`config.mk`:
```
export PLATFORM = sky130hd
export DESIGN_NAME = division
export DESIGN_NICKNAME = d
export VERILOG_FILES = /design/src/rtl/division.sv
export SDC_FILE = /design/constraint.sdc
export NUM_CORES = 1
export LEC_CHECK = 0
export BUFFER_PORTS_ARGS = -buffer_cell sky130_fd_sc_hd__buf_4
export CORE_ASPECT_RATIO = 1.1
export CORE_MARGIN = 2
export CORE_UTILIZATION = 55
export CTS_CLUSTER_DIAMETER = 50
export DETAILED_ROUTE_END_ITERATION = 12
export PLACE_DENSITY = 0.85
export SYNTH_ARGS = -nofsm -noshare
export SYNTH_HDL_FRONTEND = slang
export SYNTH_SLANG_ARGS = --single-unit
```
`constraint.sdc`:
```
create_clock -name clock -period 3.58 [get_ports clock]
set_clock_uncertainty 0.1 [all_clocks]
set_input_delay 0.179 -clock clock [delete_from_list [all_inputs] [get_ports clock]]
set_output_delay 0.179 -clock clock [all_outputs]
set_load 0.02 [all_outputs]
```
`src/rtl/division.sv`:
```
// rtl/division.sv - Multi-cycle unsigned 32-bit restoring divider, one quotient bit per clock.
module division (
  input  logic        clock,
  input  logic        reset,
  input  logic        start,
  input  logic [31:0] a,
  input  logic [31:0] b,
  output logic [31:0] q,
  output logic [31:0] r,
  output logic        done
);

  typedef enum logic {
    st_idle = 1'b0,
    st_busy = 1'b1
  } state_t;

  state_t      state;
  state_t      state_next;
  logic [5:0]  count;
  logic [31:0] divisor;
  logic [31:0] rem;
  // Dividend bits shift out of the top while quotient bits shift in at the
  // bottom, so after 32 steps this register holds the quotient.
  logic [31:0] dq;

  logic [32:0] p;
  logic        fits;
  logic [31:0] diff;
  logic [31:0] rem_step;
  logic [31:0] dq_step;
  logic        last;

  always_comb begin
    p        = {rem, dq[31]};
    fits     = (p >= {1'b0, divisor});
    // p < 2*divisor whenever fits, so the 32-bit difference is exact.
    diff     = p[31:0] - divisor;
    rem_step = fits ? diff : p[31:0];
    dq_step  = {dq[30:0], fits};
    last     = (count == 6'd31);
  end

  always_ff @(posedge clock) begin
    if (reset) begin
      state <= st_idle;
    end else begin
      state <= state_next;
    end
  end

  always_comb begin
    state_next = state;
    case (state)
      st_idle: if (start) state_next = st_busy;
      st_busy: if (last)  state_next = st_idle;
      default: state_next = st_idle;
    endcase
  end

  always_ff @(posedge clock) begin
    if (reset) begin
      count   <= 6'd0;
      divisor <= 32'd0;
      rem     <= 32'd0;
      dq      <= 32'd0;
      q       <= 32'd0;
      r       <= 32'd0;
      done    <= 1'b0;
    end else begin
      done <= 1'b0;
      case (state)
        st_idle: begin
          if (start) begin
            dq      <= a;
            divisor <= b;
            rem     <= 32'd0;
            count   <= 6'd0;
          end
        end
        st_busy: begin
          dq    <= dq_step;
          rem   <= rem_step;
          count <= count + 6'd1;
          if (last) begin
            q     <= dq_step;
            r     <= rem_step;
            done  <= 1'b1;
            count <= 6'd0;
          end
        end
        default: ;
      endcase
    end
  end

endmodule

```
==> impl_metrics.tcl, run 1 <==
set metrics [dict create \
    status "complete, no violations" \
    drt-total-wl_microns 24400 \
    relSlewSlack_pct 33.6 \
    drc 0 \
    gp_congestion 0.970 \
    nets 1313 \
    start_util_pct 56.6 \
    cts_tree "built" \
    dp.cells 1356 \
    post_dp_cell_area_sq_um 9640 \
    num_vias 8258 \
    critPathTopFamily "simple AND/OR/NAND/NOR gates" \
    ir_worst_vdd_mv 0.456 \
    die_h_microns 135 \
    postRouteAntennaNets 0 \
    antenna_found_initial 0 \
    wl_per_cell_microns 17.2 \
    core_area_sq_um 15200 \
    path_cells "inv_1 -> ha_1 -> nand4_1 -> nor4_4 -> a31oi_1 -> a211o_1 -> o21ai_2 -> nor2_4 -> or3b_1 -> a311oi_2" \
    critPathSlowestCell "or3b_1" \
    clkLatencyLatePin_ns 0.44 \
    fmax_mhz 302 \
    h-tree-depth 4 \
    cp-start-kind "flip-flop" \
    ys.flop_type "dfxtp_1" \
    hold_viol_final 0 \
    drv_cap 0 \
    critPathBufInv 1 \
    syn_area_sq_um 8590 \
    finalCritPeriodShare_pct 92.6 \
    ioPinCount 132 \
    critPathKind "reg2reg" \
    synth.most_common_cell "nand2_1" \
    yosys_warnings 0 \
    avgViaCountPerCell 5.81 \
    grt_setup_unrepaired "false" \
    grt.busiest_layer "met2" \
    cts_buffer_depth 2 \
    grt_first_pass_wirelength_microns 39100 \
    io_buffer_count 131 \
    crit_required_ns 3.81 \
    cts_made_buffers 17 \
    postSynth.asyncResetShare_pct 0 \
    grt_pass1_vias 7937 \
    globalRoute.totalOverflow 0 \
    worst-r2r-cell-count 10 \
    grt_use_met1_pct 36.2 \
    grt_max_degree 94 \
    critPathArrivalTime_ns 3.54 \
    synth_common_cells "nand2_1, dfxtp_1, a21oi_1" \
    postLayoutCellArea_sq_um 10600 \
    synth_top_cell_area_share_pct 39.1 \
    hold_slack_ns 0.00620 \
    ys_seq_elements 168 \
    tightest_slew_ns 0.996 \
    syn_avg_cell_area_sq_um 7.86 \
    power_density_nw_per_um2 718 \
    syn_inst 1093 \
    drive_above_1_share_pct 15.8 \
    yosysSeqAreaShare_pct 39.1 \
    met3_usage_pct 5.79 \
    use_met2_pct 50.8 \
    die_w_microns 123 \
    drv_slew 0 \
    worstHoldPathCells 5 \
    layout_min_cycle_time_ns 3.31 \
    final_cells 1421 \
    area_growth_pct 23.2 \
    grtUsageTotal_pct 29.6 \
    path_clk_slew_ns 0.07 \
    crit_fanout 19 \
    setup_viol 0 \
    rows 47 \
    setup_tns_ns 0 \
    cpPeakStageDelay_ns 0.47 \
    synth_edf_count 0 \
    syn_nets 1194 \
    fillCellCount 1247 \
    crit_path_end_kind "flip-flop" \
    crit_cells 10 \
    drt_first_pass_iters 6 \
    p_leak_nw 4.49 \
    synth_top_cell_by_area "dfxtp_1" \
    cts-root-buf "clkbuf_16" \
    synthTopCellsByArea "dfxtp_1, a21oi_1, nand2_1" \
    worst_hold_path_type "in2reg" \
    clock-sinks 168 \
    cts_setup_buffers 0 \
    diodes 0 \
    synth_cell_types 69 \
    first_iter_violations 586 \
    dp_hpwl_microns 16500 \
    dieArea_sq_um 16600 \
]
repair_timing:
item,4_1_cts,5_1_grt
hold buffers,33,0
endpoints found under the hold margin,33,0
setup endpoints to repair,0,2
resized for setup,0,1
placed cells by master (no fill, tap or decap), types with 9 or more instances in the layout:
cell type,n
a211oi_1,24
a21o_1,18
a21oi_1,147
buf_4,141
clkbuf_16,17
dfxtp_1,167
dlygate4sd3_1,33
ha_1,33
inv_1,42
mux2i_1,51
nand2_1,187
nand3_1,9
nand4_1,9
nor2_1,117
nor3_1,14
o211ai_1,12
o21ai_0,46
xor2_1,13
cells by family after synthesis:
| kind of cell | count (synthesis) | share of synthesized area (%) |
|---|---|---|
| fa+ha+maj | 34 | 5.04 |
| compound gates | 317 | 23.3 |
| xor+xnor | 21 | 2.14 |
| simple gates | 383 | 19.0 |
| buf+inv | 119 | 5.45 |
| mux | 51 | 5.94 |
| flops | 168 | 39.1 |
worst reg2reg max path, stage by stage, from the launching register on:
cell and delay [ns]:
dfxtp_1 0.33, inv_1 0.05, ha_1 0.41, nand4_1 0.26
nor4_4 0.37, a31oi_1 0.13, a211o_1 0.33, o21ai_2 0.27
nor2_4 0.24, or3b_1 0.47, a311oi_2 0.27
per-stage QoR:
step | setup WS [ns] | utilization (%) | total power, mW
CTS | 0.228 | 69.7 | 7.53
finish | 0.266 | 69.8 | 7.60
global placement | 0.384 | 63.5 | 5.57
global route | 0.0511 | 69.8 | 8.05
detailed placement | 0.266 | 63.5 | 5.58
floorplan | 0.854 | - | 4.75
final timing paths:
| kind | slack, ns | start | endpoint |
|---|---|---|---|
| max reg2reg | 0.27 | divisor[13] | rem[25] |
| min | 0.006 | a[10] | dq[10] |
| min reg2reg | 0.36 | q[10] | q[10] |
| max | 0.27 | divisor[13] | rem[25] |
sequential cells by signal, indices dropped and copies added (netlist names):
signal   count
divisor     32
rem         32
r           32
count        6
dq          32
q           32
done         1
state        1
layer usage:
metal | part of all wire, % | up-vias
met5 | 0 | -
met4 | 3.0 | 0
met3 | 5.2 | 63
met2 | 49 | 261
met1 | 43 | 3904
li1 | - | 4030
area by class of cell:
type / instances / area (sq um) / area share [%]
Multi-Input combinational cell: 806 / 4780 / 45.1
Clock inverter: 15 / 185 / 1.75
Sequential cell: 168 / 3360 / 31.8
Clock buffer: 17 / 425 / 4.02
Tap cell: 196 / 245 / 2.32
Inverter: 43 / 161 / 1.52
Timing Repair Buffer: 176 / 1430 / 13.5
power by group:
| part | leakage, nW | internal (mW) | total (mW) | switching (mW) |
|---|---|---|---|---|
| sequential | 1.37 | 2.00 | 2.12 | 0.115 |
| clock | 0.295 | 1.06 | 1.92 | 0.855 |
| combinational | 2.82 | 1.41 | 3.57 | 2.15 |
| total | 4.49 | 4.48 | 7.60 | 3.12 |
Power figures use the tool's default switching activity.
==> run 2, diff against run 1 <==
--- a/config.mk
+++ b/config.mk
@@ -7,11 +7,10 @@
 export LEC_CHECK = 0
 export BUFFER_PORTS_ARGS = -buffer_cell sky130_fd_sc_hd__buf_4
 export CORE_ASPECT_RATIO = 1.1
-export CORE_MARGIN = 2
 export CORE_UTILIZATION = 55
 export CTS_CLUSTER_DIAMETER = 50
 export DETAILED_ROUTE_END_ITERATION = 12
-export PLACE_DENSITY = 0.85
+export PLACE_DENSITY = 0.86
 export SYNTH_ARGS = -nofsm -noshare
 export SYNTH_HDL_FRONTEND = slang
 export SYNTH_SLANG_ARGS = --single-unit
==> constraint.sdc (replaced) <==
create_clock -name clock -period 3.3 [get_ports clock]
set_clock_uncertainty 0.1 [all_clocks]
set_input_delay 0.165 -clock clock [delete_from_list [all_inputs] [get_ports clock]]
set_output_delay 0.165 -clock clock [all_outputs]
set_load 0.02 [all_outputs]
==> impl_metrics.tcl, run 2 (synthesized netlist as in run 1, its figures left out) <==
set metrics [dict create \
    setup_tns_ns 0 \
    final_common_cell "nand2_1" \
    grt_first_pass_wirelength_microns 39500 \
    layout_min_cycle_time_ns 3.12 \
    grt_setup_unrepaired "true" \
    relSlewSlack_pct 38.5 \
    num_vias 8367 \
    dp_hpwl_microns 16100 \
    critPathTopFamily "simple AND/OR/NAND/NOR gates" \
    ir_worst_vdd_mv 0.515 \
    path_clk_slew_ns 0.06 \
    h-tree-depth 4 \
    grt_pass1_vias 8127 \
    fillCellCount 1184 \
    diodes 0 \
    area_growth_pct 25.9 \
    setup_viol 0 \
    gp_congestion 0.957 \
    final_cells 1452 \
    drv_slew 0 \
    p_leak_nw 4.61 \
    cpPeakStageDelay_ns 0.48 \
    crit_required_ns 3.54 \
    io_buffer_count 131 \
    core_area_sq_um 15200 \
    post_dp_cell_area_sq_um 9750 \
    nets 1345 \
    postRouteAntennaNets 0 \
    cp-start-kind "flip-flop" \
    final_core_util_pct 71.3 \
    wl_per_cell_microns 16.8 \
    dp.cells 1372 \
    start_util_pct 56.6 \
    grt_max_degree 86 \
    clock-sinks 168 \
    drv_cap 0 \
    worst_hold_path_type "in2reg" \
    hold_viol_final 0 \
    power_density_nw_per_um2 772 \
    critPathSlowestCell "ha_1" \
    rows 47 \
    critPathBufInv 2 \
    path_cells "inv_1 -> ha_1 -> nand4_2 -> nor4_4 -> a31oi_1 -> a211o_1 -> o21ai_4 -> nor2_4 -> buf_12 -> or3b_1 -> a311oi_2" \
    status "complete, no violations" \
    cts_buffer_depth 2 \
    finalCritPeriodShare_pct 94.5 \
    avgViaCountPerCell 5.76 \
    globalRoute.totalOverflow 0 \
    tightest_slew_ns 0.923 \
    antenna_found_initial 0 \
    crit_fanout 14 \
    cts_made_buffers 17 \
    die_h_microns 133 \
    dieArea_sq_um 16100 \
    clkLatencyLatePin_ns 0.44 \
    finalPower_mw 8.36 \
    drc 0 \
    ioPinCount 132 \
    fmax_mhz 321 \
    mostFrequentLayoutCells "nand2_1, dfxtp_1, buf_4, a21oi_1, nor2_1" \
    grtUsageTotal_pct 30.8 \
    cts-root-buf "clkbuf_16" \
    critPathArrivalTime_ns 3.36 \
    crit_path_end_kind "flip-flop" \
    drt_first_pass_iters 6 \
    drt-total-wl_microns 24400 \
    die_w_microns 121 \
    drive_above_1_share_pct 16.6 \
    postLayoutCellArea_sq_um 10800 \
    first_iter_violations 560 \
    cts_tree "built" \
    critPathKind "reg2reg" \
]
## run 2: cell count changes in the layout (fill, tap and decap cells not counted), sizes merged
cell,delta
clkinvlp,-1
clkinv,+1
clkbuf,+5
dlygate4sd3,+13
inv,-6
buf,+19
## run 2: metal layers
layer / global-route usage [%] / routed length [microns] / vias to the layer above / part of all wire (%)
li1: - / - / 4086 / -
met1: 37.3 / 10400 / 3931 / 43
met5: 0 / 0 / - / 0
met3: 6.51 / 1340 / 59 / 5.5
met2: 51.6 / 11800 / 291 / 48
met4: 14.9 / 860 / 0 / 3.5
## run 2: timing repair
action	4_1_cts	5_1_grt
hold buffers	46	0
endpoints found under the hold margin	46	0
buffers inserted	0	3
resized for setup	0	4
endpoints found under the setup margin	0	7
## run 2: per-stage QoR
stage,setup WS [ns],hold WS (ns)
after detailed placement,0.157,0.321
after CTS,0.109,0.00154
after global routing,-0.0396,0.0194
after floorplan,0.574,0.201
final,0.182,0.000910
after global placement,0.239,0.314
## run 2: where the power goes
part | leakage, nW | switching (mW) | internal [mW] | total, mW
Sequential | 1.37 | 0.118 | 2.17 | 2.29
Clock | 0.275 | 0.837 | 1.14 | 1.98
Combinational | 2.97 | 2.39 | 1.70 | 4.09
Total | 4.61 | 3.35 | 5.01 | 8.36
## run 2: final cells by class
cell class | count | area (sq um) | share of cell area, %
multi-input cells | 806 | 4790 | 44.3
flip-flops and latches | 168 | 3360 | 31.1
repair buffers | 208 | 1690 | 15.6
clock buffers | 22 | 454 | 4.20
well taps | 196 | 245 | 2.27
inverters | 43 | 161 | 1.49
clock inverters | 9 | 116 | 1.08
## run 2: worst paths after layout
check                           slack, ns         from  cells after the start    endpoint
worst max-delay path                 0.18  divisor[20]                     11     rem[25]
worst max register to register       0.18  divisor[20]                     11     rem[25]
worst min-delay path               0.0009        a[24]                      5      dq[24]
worst min register to register       0.36   divisor[9]                      2  divisor[9]
## run 2: worst min-delay path: stages
cell     delay [ns]
buf_4          0.08
mux2i_1        0.06
nor2_1         0.08
a21oi_1        0.04
nor2_1         0.07
==> run 3, diff against run 2 <==
--- a/config.mk
+++ b/config.mk
@@ -6,11 +6,13 @@
 export NUM_CORES = 1
 export LEC_CHECK = 0
 export BUFFER_PORTS_ARGS = -buffer_cell sky130_fd_sc_hd__buf_4
+export CELL_PAD_IN_SITES_DETAIL_PLACEMENT = 1
+export CELL_PAD_IN_SITES_GLOBAL_PLACEMENT = 2
 export CORE_ASPECT_RATIO = 1.1
-export CORE_UTILIZATION = 55
+export CORE_UTILIZATION = 33
 export CTS_CLUSTER_DIAMETER = 50
 export DETAILED_ROUTE_END_ITERATION = 12
-export PLACE_DENSITY = 0.86
+export PLACE_DENSITY = 0.87
 export SYNTH_ARGS = -nofsm -noshare
 export SYNTH_HDL_FRONTEND = slang
 export SYNTH_SLANG_ARGS = --single-unit
==> impl_metrics.tcl, run 3 (synthesized netlist as in run 1, its figures left out) <==
set metrics [dict create \
    status "complete, no violations" \
    crit_fanout 3 \
    die_w_microns 156 \
    grt_pass1_vias 8840 \
    layout_min_cycle_time_ns 3.14 \
    crit_required_ns 3.52 \
    core_area_sq_um 25400 \
    path_clk_slew_ns 0.07 \
    final_cells 1611 \
    avgViaCountPerCell 5.18 \
    hold_viol_final 0 \
    clock-sinks 168 \
    gp_congestion 0.887 \
    grt_setup_unrepaired "false" \
    drv_cap 0 \
    ir_worst_vdd_mv 0.470 \
    post_dp_cell_area_sq_um 9950 \
    cpPeakStageDelay_ns 0.42 \
    cp-start-kind "flip-flop" \
    io_buffer_count 131 \
    postRouteAntennaNets 0 \
    cts_tree "built" \
    globalRoute.totalOverflow 0 \
    drt-total-wl_microns 28200 \
    finalCritPeriodShare_pct 95.2 \
    wl_per_cell_microns 17.5 \
    die_h_microns 171 \
    tightest_slew_ns 0.887 \
    relSlewSlack_pct 40.7 \
    area_growth_pct 29.4 \
    cts_buffer_depth 2 \
    worst_path_most_repeated_cell "inv_1" \
    worst_hold_path_type "in2reg" \
    fillCellCount 3043 \
    dieArea_sq_um 26700 \
    drc 0 \
    setup_viol 0 \
    rows 61 \
    clkLatencyLatePin_ns 0.44 \
    h-tree-depth 4 \
    dp_hpwl_microns 19600 \
    power_density_nw_per_um2 764 \
    postLayoutCellArea_sq_um 11100 \
    mostFrequentLayoutCells "nand2_1, dfxtp_1, buf_4, a21oi_1, nor2_1" \
    ioPinCount 132 \
    cts-root-buf "clkbuf_16" \
    critPathSlowestCell "a2111oi_2" \
    multiInputGateArea_sq_um 4810 \
    drive_above_1_share_pct 17.5 \
    num_vias 8342 \
    drv_slew 0 \
    critPathKind "reg2reg" \
    setup_tns_ns 0 \
    grtUsageTotal_pct 21.7 \
    start_util_pct 33.8 \
    crit_path_end_kind "flip-flop" \
    seq_area_sq_um 3360 \
    path_cells "inv_1 -> ha_1 -> inv_1 -> fa_1 -> a211o_1 -> o211ai_1 -> a2111oi_2 -> nor3b_2 -> or2_1 -> o41ai_2 -> mux2i_1 -> o31a_1" \
    fmax_mhz 318 \
    final_common_cell "nand2_1" \
    first_iter_violations 341 \
    dp.cells 1523 \
    grt_first_pass_wirelength_microns 45900 \
    final_core_util_pct 43.8 \
    antenna_found_initial 0 \
    grt_max_degree 102 \
    cts_made_buffers 17 \
    diodes 0 \
    p_leak_nw 4.64 \
    nets 1353 \
    drt_first_pass_iters 4 \
    critPathArrivalTime_ns 3.36 \
]
-- run 3: changes by cell type in the layout (fill, tap and decap cells not counted), sizes merged --
| cell | before | now |
|---|---|---|
| dlygate4sd3 | 46 | 54 |
| inv | 44 | 51 |
| clkbuf | 22 | 17 |
| bufinv | 2 | 0 |
| clkinvlp | 1 | 3 |
| clkinv | 5 | 4 |
-- run 3: path summary, 6_finish.rpt --
kind               start     endpoint  slack [ns]  depth (start not counted)
min                a[17]       dq[17]       0.005                          5
max               dq[31]        r[28]        0.16                         12
max reg2reg       dq[31]        r[28]        0.16                         12
min reg2reg  divisor[12]  divisor[12]        0.36                          2
-- run 3: critical path, delay by kind of cell (launching register included) --
| family | cells | cell delay (ns) |
|---|---|---|
| adder cells (fa/ha/maj) | 2 | 0.41 |
| multiplexers | 1 | 0.15 |
| AO/OA/AOI/OAI | 5 | 1.41 |
| AND/OR/NAND/NOR | 2 | 0.44 |
| flip-flops | 1 | 0.36 |
| buffers and inverters | 2 | 0.14 |
-- run 3: metrics by stage --
step / worst slack (ns) / hold slack [ns] / total power [mW]
after floorplan: 0.574 / 0.201 / 5.15
final: 0.159 / 0.00507 / 8.50
after detailed placement: 0.0961 / 0.327 / 6.31
after global routing: 0.000111 / 0.0451 / 9.00
after global placement: 0.218 / 0.320 / 6.27
after CTS: 0.0594 / 0.000172 / 8.42
-- run 3: area by class of cell --
cell class                      instances  share of cell area, %
Timing Repair Buffer                  216                   16.0
Multi-Input combinational cell        806                   43.2
Clock buffer                           17                   3.83
Sequential cell                       168                   30.3
Clock inverter                         15                   1.34
Tap cell                              346                   3.89
Inverter                               43                   1.45
-- run 3: routing by layer --
metal	track usage (%)	vias to the layer above	share of wire [%]	wire (microns)
li1	-	4098	-	-
met1	26.6	4071	45	12800
met2	38.1	150	49	13800
met3	4.84	23	4.4	1230
met4	5.84	0	1.3	365
met5	0	-	0	0
-- run 3: repair_timing --
| action | in CTS | in global routing |
|---|---|---|
| setup endpoints to repair | 0 | 25 |
| hold endpoints to repair | 54 | 0 |
| resized for setup | 0 | 10 |
| hold buffers | 54 | 0 |
| setup buffers | 0 | 2 |
-- run 3: power breakdown --
group	switching (mW)	total (mW)	internal, mW
combinational	2.50	4.19	1.69
sequential	0.117	2.29	2.17
clock	1.01	2.02	1.01
total	3.63	8.50	4.87
